**src/rtl/id_stage.sv**
```systemverilog
// id_stage: IF/ID register, 32x32 register file, field/control decode,
// load-use hazard detection and the registered ID/EX bundle.
module id_stage #(
  parameter int NREGS  = 32,
  parameter int RA_REG = 31
) (
  input  logic        clk,
  input  logic        rst_n,
  input  logic [31:0] if_pc,
  input  logic [31:0] if_inst,
  input  logic        if_valid,
  input  logic        flush,
  input  logic        wb_we,
  input  logic [4:0]  wb_addr,
  input  logic [31:0] wb_data,
  output logic        stall,
  output logic        ex_valid,
  output logic [31:0] ex_pc,
  output logic [31:0] ex_rs_data,
  output logic [31:0] ex_rt_data,
  output logic [31:0] ex_imm,
  output logic [4:0]  ex_rs,
  output logic [4:0]  ex_rt,
  output logic [4:0]  ex_dst,
  output logic [5:0]  ex_opcode,
  output logic [5:0]  ex_funct,
  output logic        ex_reg_we,
  output logic        ex_mem_read,
  output logic        ex_mem_write,
  output logic        ex_branch,
  output logic        ex_jump,
  output logic        ex_illegal
);

  typedef struct packed {
    logic        valid;
    logic [31:0] pc;
    logic [31:0] rs_data;
    logic [31:0] rt_data;
    logic [31:0] imm;
    logic [4:0]  rs;
    logic [4:0]  rt;
    logic [4:0]  dst;
    logic [5:0]  opcode;
    logic [5:0]  funct;
    logic        reg_we;
    logic        mem_read;
    logic        mem_write;
    logic        branch;
    logic        jump;
    logic        illegal;
  } id_ex_t;

  localparam logic [5:0] OP_R    = 6'h00;
  localparam logic [5:0] OP_J    = 6'h02;
  localparam logic [5:0] OP_JAL  = 6'h03;
  localparam logic [5:0] OP_BEQ  = 6'h04;
  localparam logic [5:0] OP_BNE  = 6'h05;
  localparam logic [5:0] OP_ADDI = 6'h08;
  localparam logic [5:0] OP_ADIU = 6'h09;
  localparam logic [5:0] OP_SLTI = 6'h0A;
  localparam logic [5:0] OP_ANDI = 6'h0C;
  localparam logic [5:0] OP_ORI  = 6'h0D;
  localparam logic [5:0] OP_LUI  = 6'h0F;
  localparam logic [5:0] OP_LW   = 6'h23;
  localparam logic [5:0] OP_SW   = 6'h2B;
  localparam logic [5:0] FN_JR   = 6'h08;

  logic [31:0] id_pc_q;
  logic [31:0] id_inst_q;
  logic        id_valid_q;
  logic [31:0] rf_q [NREGS];
  id_ex_t      ex_q;
  id_ex_t      ex_d;
  id_ex_t      dec;

  logic [5:0]  op;
  logic [5:0]  fn;
  logic [4:0]  rs;
  logic [4:0]  rt;
  logic [4:0]  rd;
  logic [15:0] imm16;
  logic [31:0] rs_rd;
  logic [31:0] rt_rd;
  logic        uses_rt;
  logic        op_r;
  logic        op_lw;
  logic        op_sw;
  logic        op_br;
  logic        op_alui;
  logic        op_j;
  logic        op_jal;
  logic        zext;

  assign op    = id_inst_q[31:26];
  assign rs    = id_inst_q[25:21];
  assign rt    = id_inst_q[20:16];
  assign rd    = id_inst_q[15:11];
  assign fn    = id_inst_q[5:0];
  assign imm16 = id_inst_q[15:0];

  assign op_r    = op == OP_R;
  assign op_lw   = op == OP_LW;
  assign op_sw   = op == OP_SW;
  assign op_br   = (op == OP_BEQ) || (op == OP_BNE);
  assign op_alui = op inside {OP_ADDI, OP_ADIU, OP_SLTI,
                             OP_ANDI, OP_ORI, OP_LUI};
  assign op_j    = op == OP_J;
  assign op_jal  = op == OP_JAL;
  assign zext    = op inside {OP_ANDI, OP_ORI, OP_LUI};

  // IF/ID register: flush kills, stall holds, otherwise capture fetch
  always_ff @(posedge clk or negedge rst_n) begin
    if (!rst_n) begin
      id_pc_q    <= '0;
      id_inst_q  <= '0;
      id_valid_q <= 1'b0;
    end else if (flush) begin
      id_valid_q <= 1'b0;
    end else if (!stall) begin
      id_pc_q    <= if_pc;
      id_inst_q  <= if_inst;
      id_valid_q <= if_valid;
    end
  end

  // Register file write port; $0 is never written
  always_ff @(posedge clk or negedge rst_n) begin
    if (!rst_n) begin
      for (int i = 0; i < NREGS; i++) rf_q[i] <= '0;
    end else if (wb_we && (wb_addr != 5'd0)) begin
      rf_q[wb_addr] <= wb_data;
    end
  end

  // Read ports with same-cycle writeback bypass
  always_comb begin
    rs_rd = rf_q[rs];
    rt_rd = rf_q[rt];
    if (rs == 5'd0) rs_rd = '0;
    else if (wb_we && (wb_addr == rs)) rs_rd = wb_data;
    if (rt == 5'd0) rt_rd = '0;
    else if (wb_we && (wb_addr == rt)) rt_rd = wb_data;
  end

  // Field and control decode of the instruction held in IF/ID
  always_comb begin
    dec         = '0;
    uses_rt     = 1'b0;
    dec.valid   = 1'b1;
    dec.pc      = id_pc_q;
    dec.rs_data = rs_rd;
    dec.rt_data = rt_rd;
    dec.imm     = zext ? {16'h0, imm16} : {{16{imm16[15]}}, imm16};
    dec.rs      = rs;
    dec.rt      = rt;
    dec.opcode  = op;
    dec.funct   = fn;
    unique case (1'b1)
      op_r: begin
        dec.reg_we = fn != FN_JR;
        dec.jump   = fn == FN_JR;
        dec.dst    = rd;
        uses_rt    = 1'b1;
      end
      op_lw: begin
        dec.mem_read = 1'b1;
        dec.reg_we   = 1'b1;
        dec.dst      = rt;
      end
      op_sw: begin
        dec.mem_write = 1'b1;
        uses_rt       = 1'b1;
      end
      op_br: begin
        dec.branch = 1'b1;
        uses_rt    = 1'b1;
      end
      op_alui: begin
        dec.reg_we = 1'b1;
        dec.dst    = rt;
      end
      op_j: dec.jump = 1'b1;
      op_jal: begin
        dec.jump   = 1'b1;
        dec.reg_we = 1'b1;
        dec.dst    = 5'(RA_REG);
      end
      default: dec.illegal = 1'b1;
    endcase
  end

  // Load-use hazard against the load currently in EX
  assign stall = id_valid_q && ex_q.valid && ex_q.mem_read &&
                 (ex_q.dst != 5'd0) &&
                 ((ex_q.dst == rs) || (uses_rt && (ex_q.dst == rt)));

  // Bubble on flush, stall or empty IF/ID
  always_comb begin
    ex_d = dec;
    if (flush || stall || !id_valid_q) ex_d = '0;
  end

  // ID/EX register
  always_ff @(posedge clk or negedge rst_n) begin
    if (!rst_n) ex_q <= '0;
    else        ex_q <= ex_d;
  end

  assign ex_valid     = ex_q.valid;
  assign ex_pc        = ex_q.pc;
  assign ex_rs_data   = ex_q.rs_data;
  assign ex_rt_data   = ex_q.rt_data;
  assign ex_imm       = ex_q.imm;
  assign ex_rs        = ex_q.rs;
  assign ex_rt        = ex_q.rt;
  assign ex_dst       = ex_q.dst;
  assign ex_opcode    = ex_q.opcode;
  assign ex_funct     = ex_q.funct;
  assign ex_reg_we    = ex_q.reg_we;
  assign ex_mem_read  = ex_q.mem_read;
  assign ex_mem_write = ex_q.mem_write;
  assign ex_branch    = ex_q.branch;
  assign ex_jump      = ex_q.jump;
  assign ex_illegal   = ex_q.illegal;

endmodule

```
**config.mk**
```make
export PLATFORM = sky130hd
export DESIGN_NAME = id_stage
export DESIGN_NICKNAME = d
export VERILOG_FILES = /design/src/rtl/id_stage.sv
export SDC_FILE = /design/constraint.sdc
export NUM_CORES = 2
export LEC_CHECK = 0
export ABC_CLOCK_PERIOD_IN_PS = 2880
export BUFFER_PORTS_ARGS = -buffer_cell sky130_fd_sc_hd__buf_2
export CORE_MARGIN = 2
export CORE_UTILIZATION = 51
export CTS_CLUSTER_DIAMETER = 100
export CTS_CLUSTER_SIZE = 24
export DETAILED_ROUTE_END_ITERATION = 7
export PLACE_DENSITY = 0.74
export SLEW_MARGIN = 25
export SYNTH_ARGS = -nofsm -noshare
export SYNTH_HDL_FRONTEND = slang
export SYNTH_SLANG_ARGS = --single-unit
```
**constraint.sdc**
```tcl
create_clock -name clk -period 2.88 [get_ports clk]
set_input_delay 0.576 -clock clk [delete_from_list [all_inputs] [get_ports clk]]
set_output_delay 0.576 -clock clk [all_outputs]
set_load 0.02 [all_outputs]
```
### Yosys cells after proc, flatten, opt, wreduce, memory -nomap -nowiden

Index checks and enable logic that the tools add are counted.

* register bits: 1251
* word-level logic and storage cells: 131
* output and inout bits: 163
* bits of input ports: 106

* equality and inequality tests: 19
* bitwise operators: 5
* magnitude comparators: 4
* multiplexer cells: 25
* reduce and logical (&&, ||, !) cells: 27

Operators by type and width (number)
* bitwise mux 1024 bit: 1
* binary-select mux 32 bit (select 5 bit): 2
* two-way mux 32 bit: 10
* two-way mux 162 bit: 1
* demux 32 bit (select 5 bit): 1
* == test 6 x 4 -> 1 bit (second input constant): 7
* == test 5 bit: 4
* greater-or-equal comparator 6 bit (second input constant): 3
* NOT 5 -> 6 bit: 3
* case mux 5 bit (3 select lines): 1
* == test 6 x 2 -> 1 bit (second input constant): 2
* == test 6 x 3 -> 1 bit (second input constant): 2
* == test 6 bit (second input constant): 2
* zero test 5 bit: 2
* nonzero test 5 bit: 2
* logical AND 1 bit: 9
* two-way mux 1 bit: 7
* OR reduction 7 bit: 1
* zero test 6 bit: 1
* less-than comparator 6 x 1 -> 1 bit (second input constant): 1
* != test 6 x 4 -> 1 bit (second input constant): 1
* nonzero test 6 bit: 1
* OR reduction 3 bit: 2
* logical OR 1 bit: 4
* other kinds (7): 10

### Depth between registers and ports, before layout

* depth in word-level cells: 10
* gate-level depth with buffers: 10
* mapped depth without buffers: 6

### Worst setup path after synthesis

Ideal clock, no wire load.

* kind: input -> register
* start: input port wb_addr[0]
* end: register rf_q[66] (netlist name)
* path slack: 0.579 ns
* cell stages on the path: 6
* data arrival time: 2.176 ns
* library setup time: 0.125 ns
* data required time: 2.755 ns
* cells stage by stage: clkbuf_1 nand2_1 or2_2 nor2_1 clkbuf_1 mux2_2

* cells in the longest elaborated chain, start to end: 6
* elaborated cells between the ends (all ways): 9
* classes of those cells: 2 x order compare; 3 x mux; 1 x bitwise; 3 x reduce/logical

RTL lines
* start, declared: RTL line 14 `input logic [4:0] wb_addr,`
* NOT 5 -> 6 bit (implied by the code): RTL line 132 `rf_q[wb_addr] <= wb_data;`
* greater-or-equal comparator 6 bit (implied by the code) / less-than comparator 6 x 1 -> 1 bit (equally long branches): RTL line 132
* logical AND 1 bit (implied by the code): RTL line 132
* two-way mux 32 bit (implied by the code): RTL line 132
* demux 32 bit (select 5 bit): RTL line 132
* bitwise mux 1024 bit: RTL line 132
* end signal, assigned by index: RTL line 132
* end, declared: RTL line 72 `logic [31:0] rf_q [NREGS];`

Several ways; a longest one is shown, not always the timed one.
A chain may end at the register's enable or synchronous reset.

### Worst setup path after layout

* start: register id_inst_q[27]
* end: output port stall

* cells in the longest elaborated chain, start to end: 7
* elaborated cells between the ends (all ways): 10
* classes of those cells: 3 x eq/ne; 1 x mux; 6 x reduce/logical

RTL lines
* start, declared: RTL line 70 `logic [31:0] id_inst_q;`
* start signal, assigned: RTL line 122 `id_inst_q <= if_inst;`
* == test 6 x 3 -> 1 bit: RTL line 105 `assign op_br = (op == OP_BEQ) || (op == OP_BNE);`
* logical OR 1 bit: RTL line 105
* OR reduction 3 bit (no line) (*)
* two-way mux 1 bit (*): RTL line 159 `unique case (1'b1)`
* logical AND 1 bit (*): RTL line 196 `((ex_q.dst == rs) || (uses_rt && (ex_q.dst == rt)));`
* logical OR 1 bit (*): RTL line 196
* logical AND 1 bit (*): RTL line 195 `(ex_q.dst != 5'd0) &&`
* end, declared: RTL line 16 `output logic stall,`

Mark *: on every way between the ends. The rest lies on a longest branch, timed or not.

==> flow_summary.html <==
<table>
<tr><th>Metric</th><th>Value</th></tr>
<tr><th colspan="2">Timing</th></tr>
<tr><td>Hold Fails Final Rpt</td><td>0</td></tr>
<tr><td>Max Fclk</td><td>358 MHz</td></tr>
<tr><td>Period Utilization, post-route</td><td>97.0%</td></tr>
<tr><td>Final Skew</td><td>0.0394 ns</td></tr>
<tr><td>Max_slew headroom</td><td>51.3%</td></tr>
<tr><td>Slew at the pin closest to its max-slew limit</td><td>0.729 ns</td></tr>
<tr><td>Minimum clock period</td><td>2.79 ns</td></tr>
<tr><td>Final setup violating endpoints</td><td>0</td></tr>
<tr><td>Number of pins exceeding their max-slew limit in the final report</td><td>0</td></tr>
<tr><td>Setup repair after global routing missed its margin</td><td>true</td></tr>
<tr><td>Fin Setup TNS</td><td>0 ns</td></tr>
<tr><th colspan="2">Worst setup path</th></tr>
<tr><td>Setup CP Type</td><td>register to output port</td></tr>
<tr><td>Reg-to-reg critical path startpoint</td><td>id_inst_q[16]$_DFFE_PN0P_</td></tr>
<tr><td>CP required</td><td>2.30 ns</td></tr>
<tr><td>Type of destination of the critical path</td><td>output port</td></tr>
<tr><td>Worst Reg-to-Reg Cells</td><td>8</td></tr>
<tr><td>Endpoint of the worst register-to-register path</td><td>ex_rt_data[14]$_DFF_PN0_</td></tr>
<tr><td>Type of origin of the critical path</td><td>register</td></tr>
<tr><td>Data arrival, critical path</td><td>2.22 ns</td></tr>
<tr><td>Slack of the worst reg-to-reg path</td><td>0.11 ns</td></tr>
<tr><td>Launch point of the worst path</td><td>id_inst_q[27]$_DFFE_PN0P_</td></tr>
<tr><td>Last element of the critical path</td><td>stall</td></tr>
<tr><td>Largest fanout on the critical path</td><td>2</td></tr>
<tr><th colspan="2">Place</th></tr>
<tr><td>Routability-driven placement congestion ratio</td><td>0.841</td></tr>
<tr><td>Buffers on Ports</td><td>268</td></tr>
<tr><td>Final HPWL from detailed placement</td><td>112000 um</td></tr>
<tr><th colspan="2">Power and ir drop</th></tr>
<tr><td>Power per Cell Area</td><td>627 mW/mm2</td></tr>
<tr><td>Internal power contribution</td><td>0.0306 W</td></tr>
<tr><td>Power dissipated by switching net loads</td><td>0.0122 W</td></tr>
<tr><td>Leakage power</td><td>29.9 nW</td></tr>
<tr><td>Switching fraction of total power</td><td>28.5%</td></tr>
<tr><td>Power share of the combinational group</td><td>25.4%</td></tr>
<tr><td>Portion of total power attributed to the clock network</td><td>22.2%</td></tr>
<tr><td>Worst vdd ir</td><td>0.554 mV</td></tr>
<tr><td>Sequential fraction of design power</td><td>52.4%</td></tr>
<tr><th colspan="2">Logic synthesis</th></tr>
<tr><td>Register area share after synthesis</td><td>49.7%</td></tr>
<tr><td>Synthesis Warnings</td><td>0</td></tr>
<tr><td>Cell accounting for the most synthesized area</td><td>sky130_fd_sc_hd__dfrtp_1</td></tr>
<tr><td>Ranking of synthesized cells by instance count</td><td>sky130_fd_sc_hd__dfrtp_1 (1230), sky130_fd_sc_hd__mux2_2 (999), sky130_fd_sc_hd__mux4_2 (589), sky130_fd_sc_hd__clkbuf_1 (262), sky130_fd_sc_hd__buf_2 (90)</td></tr>
<tr><td>Top cells by area in the synthesized netlist</td><td>sky130_fd_sc_hd__dfrtp_1 (50%), sky130_fd_sc_hd__mux4_2 (21%), sky130_fd_sc_hd__mux2_2 (18%), sky130_fd_sc_hd__clkbuf_1 (1.6%), sky130_fd_sc_hd__mux2_1 (1.1%)</td></tr>
<tr><td>Seq cells post-synth</td><td>1230</td></tr>
<tr><td>Gate count after technology mapping</td><td>3863</td></tr>
<tr><td>Post-synthesis average cell area</td><td>16.0 um2</td></tr>
<tr><td>Area share of the leading cell type in the synthesized netlist</td><td>49.7%</td></tr>
<tr><td>Most frequent cell after synthesis</td><td>sky130_fd_sc_hd__dfrtp_1</td></tr>
<tr><td>Net count after synthesis</td><td>3969</td></tr>
<tr><td>Number of enable flip-flop cells after synthesis</td><td>0</td></tr>
<tr><td>Unique cell type count in the Yosys netlist</td><td>53</td></tr>
<tr><td>Post-synthesis instance area</td><td>0.0619 mm2</td></tr>
<tr><td>Fraction of registers with async set/reset</td><td>100%</td></tr>
<tr><td>Top_reg_cell synth</td><td>sky130_fd_sc_hd__dfrtp_1</td></tr>
<tr><th colspan="2">Global routing</th></tr>
<tr><td>All-layer global routing usage</td><td>29.1%</td></tr>
<tr><td>GRT met1 Usage</td><td>41.4%</td></tr>
<tr><td>Total gr overflow</td><td>0</td></tr>
<tr><td>Number of global-route vias before repair</td><td>38700</td></tr>
<tr><td>Wire length of the first global-routing pass</td><td>267000 um</td></tr>
<tr><td>Number of antenna violations at the first check in global routing</td><td>15</td></tr>
<tr><td>Global route hottest layer</td><td>met2</td></tr>
<tr><td>Met3 routing resource usage after global routing</td><td>5.61%</td></tr>
<tr><td>Largest net degree at the start of global routing</td><td>101</td></tr>
<tr><td>Met2 track demand over resource in global routing</td><td>45.0%</td></tr>
<tr><th colspan="2">Route</th></tr>
<tr><td>Via Count</td><td>38000</td></tr>
<tr><td>Number of DRC markers in iteration 0</td><td>3760</td></tr>
<tr><td>Remaining number of nets flagged by the antenna check after routing</td><td>0</td></tr>
<tr><td>First-pass iteration count of the detailed router</td><td>5</td></tr>
<tr><td>Drt total wl</td><td>180000 um</td></tr>
<tr><td>Via density per instance</td><td>6.78</td></tr>
<tr><td>DRC viols</td><td>0</td></tr>
<tr><td>Mean routed wirelength per cell</td><td>32.1 um</td></tr>
<tr><th colspan="2">Run status</th></tr>
<tr><td>Run status</td><td>complete, no violations</td></tr>
<tr><th colspan="2">Die</th></tr>
<tr><td>Die Area</td><td>0.124 mm2</td></tr>
<tr><td>Boundary pin count</td><td>269</td></tr>
<tr><td>Die Width</td><td>352 um</td></tr>
<tr><td>Initial core utilization</td><td>51.5%</td></tr>
<tr><td>Core Box Area</td><td>0.120 mm2</td></tr>
<tr><td>Std cell rows</td><td>127</td></tr>
<tr><td>Y dimension of the die</td><td>352 um</td></tr>
<tr><th colspan="2">Layout</th></tr>
<tr><td>Synthesis-to-finish area growth</td><td>10.0%</td></tr>
<tr><td>Fraction of layout cells with a size suffix above 1</td><td>57.1%</td></tr>
<tr><td>Number of nets in the layout</td><td>4083</td></tr>
<tr><td>Storage cell area</td><td>0.0308 mm2</td></tr>
<tr><td>Fill count</td><td>9222</td></tr>
<tr><td>Utilization after layout</td><td>56.7%</td></tr>
<tr><td>Area taken by multi-input logic gates</td><td>0.0293 mm2</td></tr>
<tr><th colspan="2">Clock network</th></tr>
<tr><td>Root buffer cell</td><td>sky130_fd_sc_hd__clkbuf_16</td></tr>
<tr><td>Clock sink total</td><td>1230</td></tr>
<tr><td>Number of H-tree levels</td><td>2</td></tr>
<tr><td>CTS tree</td><td>done</td></tr>
<tr><td>Number of buffers between clock root and the deepest sink</td><td>3</td></tr>
<tr><td>Number of CTS-inserted buffers</td><td>58</td></tr>
<tr><td>Clock Latency Late Sink</td><td>0.74 ns</td></tr>
<tr><td>Clk pin slew, worst setup/hold paths</td><td>0.10 ns</td></tr>
<tr><th colspan="2">Run</th></tr>
<tr><td>Number of max-capacitance violations reported</td><td>0</td></tr>
<tr><th colspan="2">Worst hold path</th></tr>
<tr><td>Type of the worst min-delay path</td><td>input port to register</td></tr>
</table>
==> power groups by stage <==
stage | Clock, W | Sequential, W | Combinational, W
4_1_cts | 0.00968 | 0.0223 | 0.0109
5_1_grt | 0.0103 | 0.0227 | 0.0116
6_report | 0.00948 | 0.0224 | 0.0109
3_3_place_gp | 0 | 0.0225 | 0.0105
3_5_place_dp | 0 | 0.0227 | 0.0108
2_1_floorplan | 0 | 0.0218 | 0.00822
==> cell families after synthesis <==
logic type      share of synthesized area [%]
simple gates                             2.39
compound gates                           2.77
buf+inv                                  3.36
mux                                      41.5
flops                                    49.7
xor+xnor                                0.283
==> metrics by stage <==
stage	total power, W	hold WS, ns	cell area [um2]	worst slack, ns	cells
final	0.0427	0.0719	68100	0.0877	5604
after global placement	0.0330	0.377	66400	0.194	5515
after floorplan	0.0300	0.280	61900	0.579	3863
after detailed placement	0.0334	0.382	66400	0.184	5515
after global routing	0.0445	0.0539	68100	-0.00504	5602
after CTS	0.0428	0.0253	68100	0.0183	5597
==> metal layers <==
layer / up-vias / routed length (um)
li1: 15000 / -
met1: 20700 / 73600
met4: 16 / 7120
met2: 1879 / 83700
met5: - / 104
met3: 391 / 15400
==> cell type report <==
type / count / share of cell area [%]
timing repair buffer: 517 / 6.37
inverter: 1 / 0.00551
clock inverter: 7 / 0.163
clock buffer: 63 / 2.19
sequential: 1230 / 45.2
multi-input combinational: 2169 / 43.1
tap: 1612 / 2.96
antenna: 5 / 0.0184
==> worst min-delay path by stage <==
| stage | from | to | slack, ns | cells past startpoint |
|---|---|---|---|---|
| 2_1_floorplan | rst_n | ex_branch$_DFF_PN0_ | 0.28 | 0 |
| 3_3_place_gp | rf_q[1017]$_DFFE_PN0P_ | rf_q[1017]$_DFFE_PN0P_ | 0.38 | 0 |
| 3_5_place_dp | rf_q[1020]$_DFFE_PN0P_ | rf_q[1020]$_DFFE_PN0P_ | 0.38 | 0 |
| 4_1_cts | if_pc[24] | id_pc_q[24]$_DFFE_PN0P_ | 0.03 | 2 |
| 5_1_grt | if_inst[15] | id_inst_q[15]$_DFFE_PN0P_ | 0.05 | 2 |
| 6_report | if_inst[19] | id_inst_q[19]$_DFFE_PN0P_ | 0.07 | 2 |
==> what timing repair did <==
action                                 4_1_cts  5_1_grt
endpoints found under the hold margin       45        0
setup endpoints to repair                    1        1
resized for setup                            7        7
setup buffers                               11        2
pin swaps                                    1        3
hold buffers                                 1        0
==> registers in the layout, summed over array words and instances, names as in the netlist, 6 cells and up <==
register,count
ex_imm,12
ex_opcode,6
ex_pc,32
ex_rs_data,32
ex_rt_data,32
id_inst_q,32
id_pc_q,32
rf_q,1024
==> critical path, cell delays in order, from the launching register on <==
cell	delay, ns
sky130_fd_sc_hd__dfrtp_1	0.39
sky130_fd_sc_hd__or3_1	0.40
sky130_fd_sc_hd__o22ai_2	0.17
sky130_fd_sc_hd__nand3_1	0.12
sky130_fd_sc_hd__a21oi_2	0.18
sky130_fd_sc_hd__buf_6	0.13
sky130_fd_sc_hd__buf_6	0.11
==> cell usage in the layout, fill, tap and decap left out, types with 6 or more instances in the layout <==
cell / n
sky130_fd_sc_hd__dfrtp_1: 1215
sky130_fd_sc_hd__mux2_2: 999
sky130_fd_sc_hd__mux4_2: 589
sky130_fd_sc_hd__buf_2: 266
sky130_fd_sc_hd__buf_4: 159
sky130_fd_sc_hd__buf_12: 89
sky130_fd_sc_hd__and2_1: 63
sky130_fd_sc_hd__mux2_1: 60
sky130_fd_sc_hd__clkbuf_16: 59
sky130_fd_sc_hd__mux2i_1: 51
sky130_fd_sc_hd__nor2_1: 41
sky130_fd_sc_hd__a221oi_1: 36
sky130_fd_sc_hd__nor3b_1: 36
sky130_fd_sc_hd__o211a_1: 32
sky130_fd_sc_hd__a31oi_1: 32
sky130_fd_sc_hd__a22o_1: 31
sky130_fd_sc_hd__a211oi_2: 28
sky130_fd_sc_hd__nor2_4: 19
sky130_fd_sc_hd__xor2_1: 15
sky130_fd_sc_hd__nand2_2: 15
sky130_fd_sc_hd__o22ai_1: 14
sky130_fd_sc_hd__nor3_2: 13
sky130_fd_sc_hd__nor3_1: 12
sky130_fd_sc_hd__dfrtp_4: 10
sky130_fd_sc_hd__nand2_1: 7
sky130_fd_sc_hd__nand3b_1: 7
sky130_fd_sc_hd__nand3_1: 6
Power figures use the tool's default switching activity.
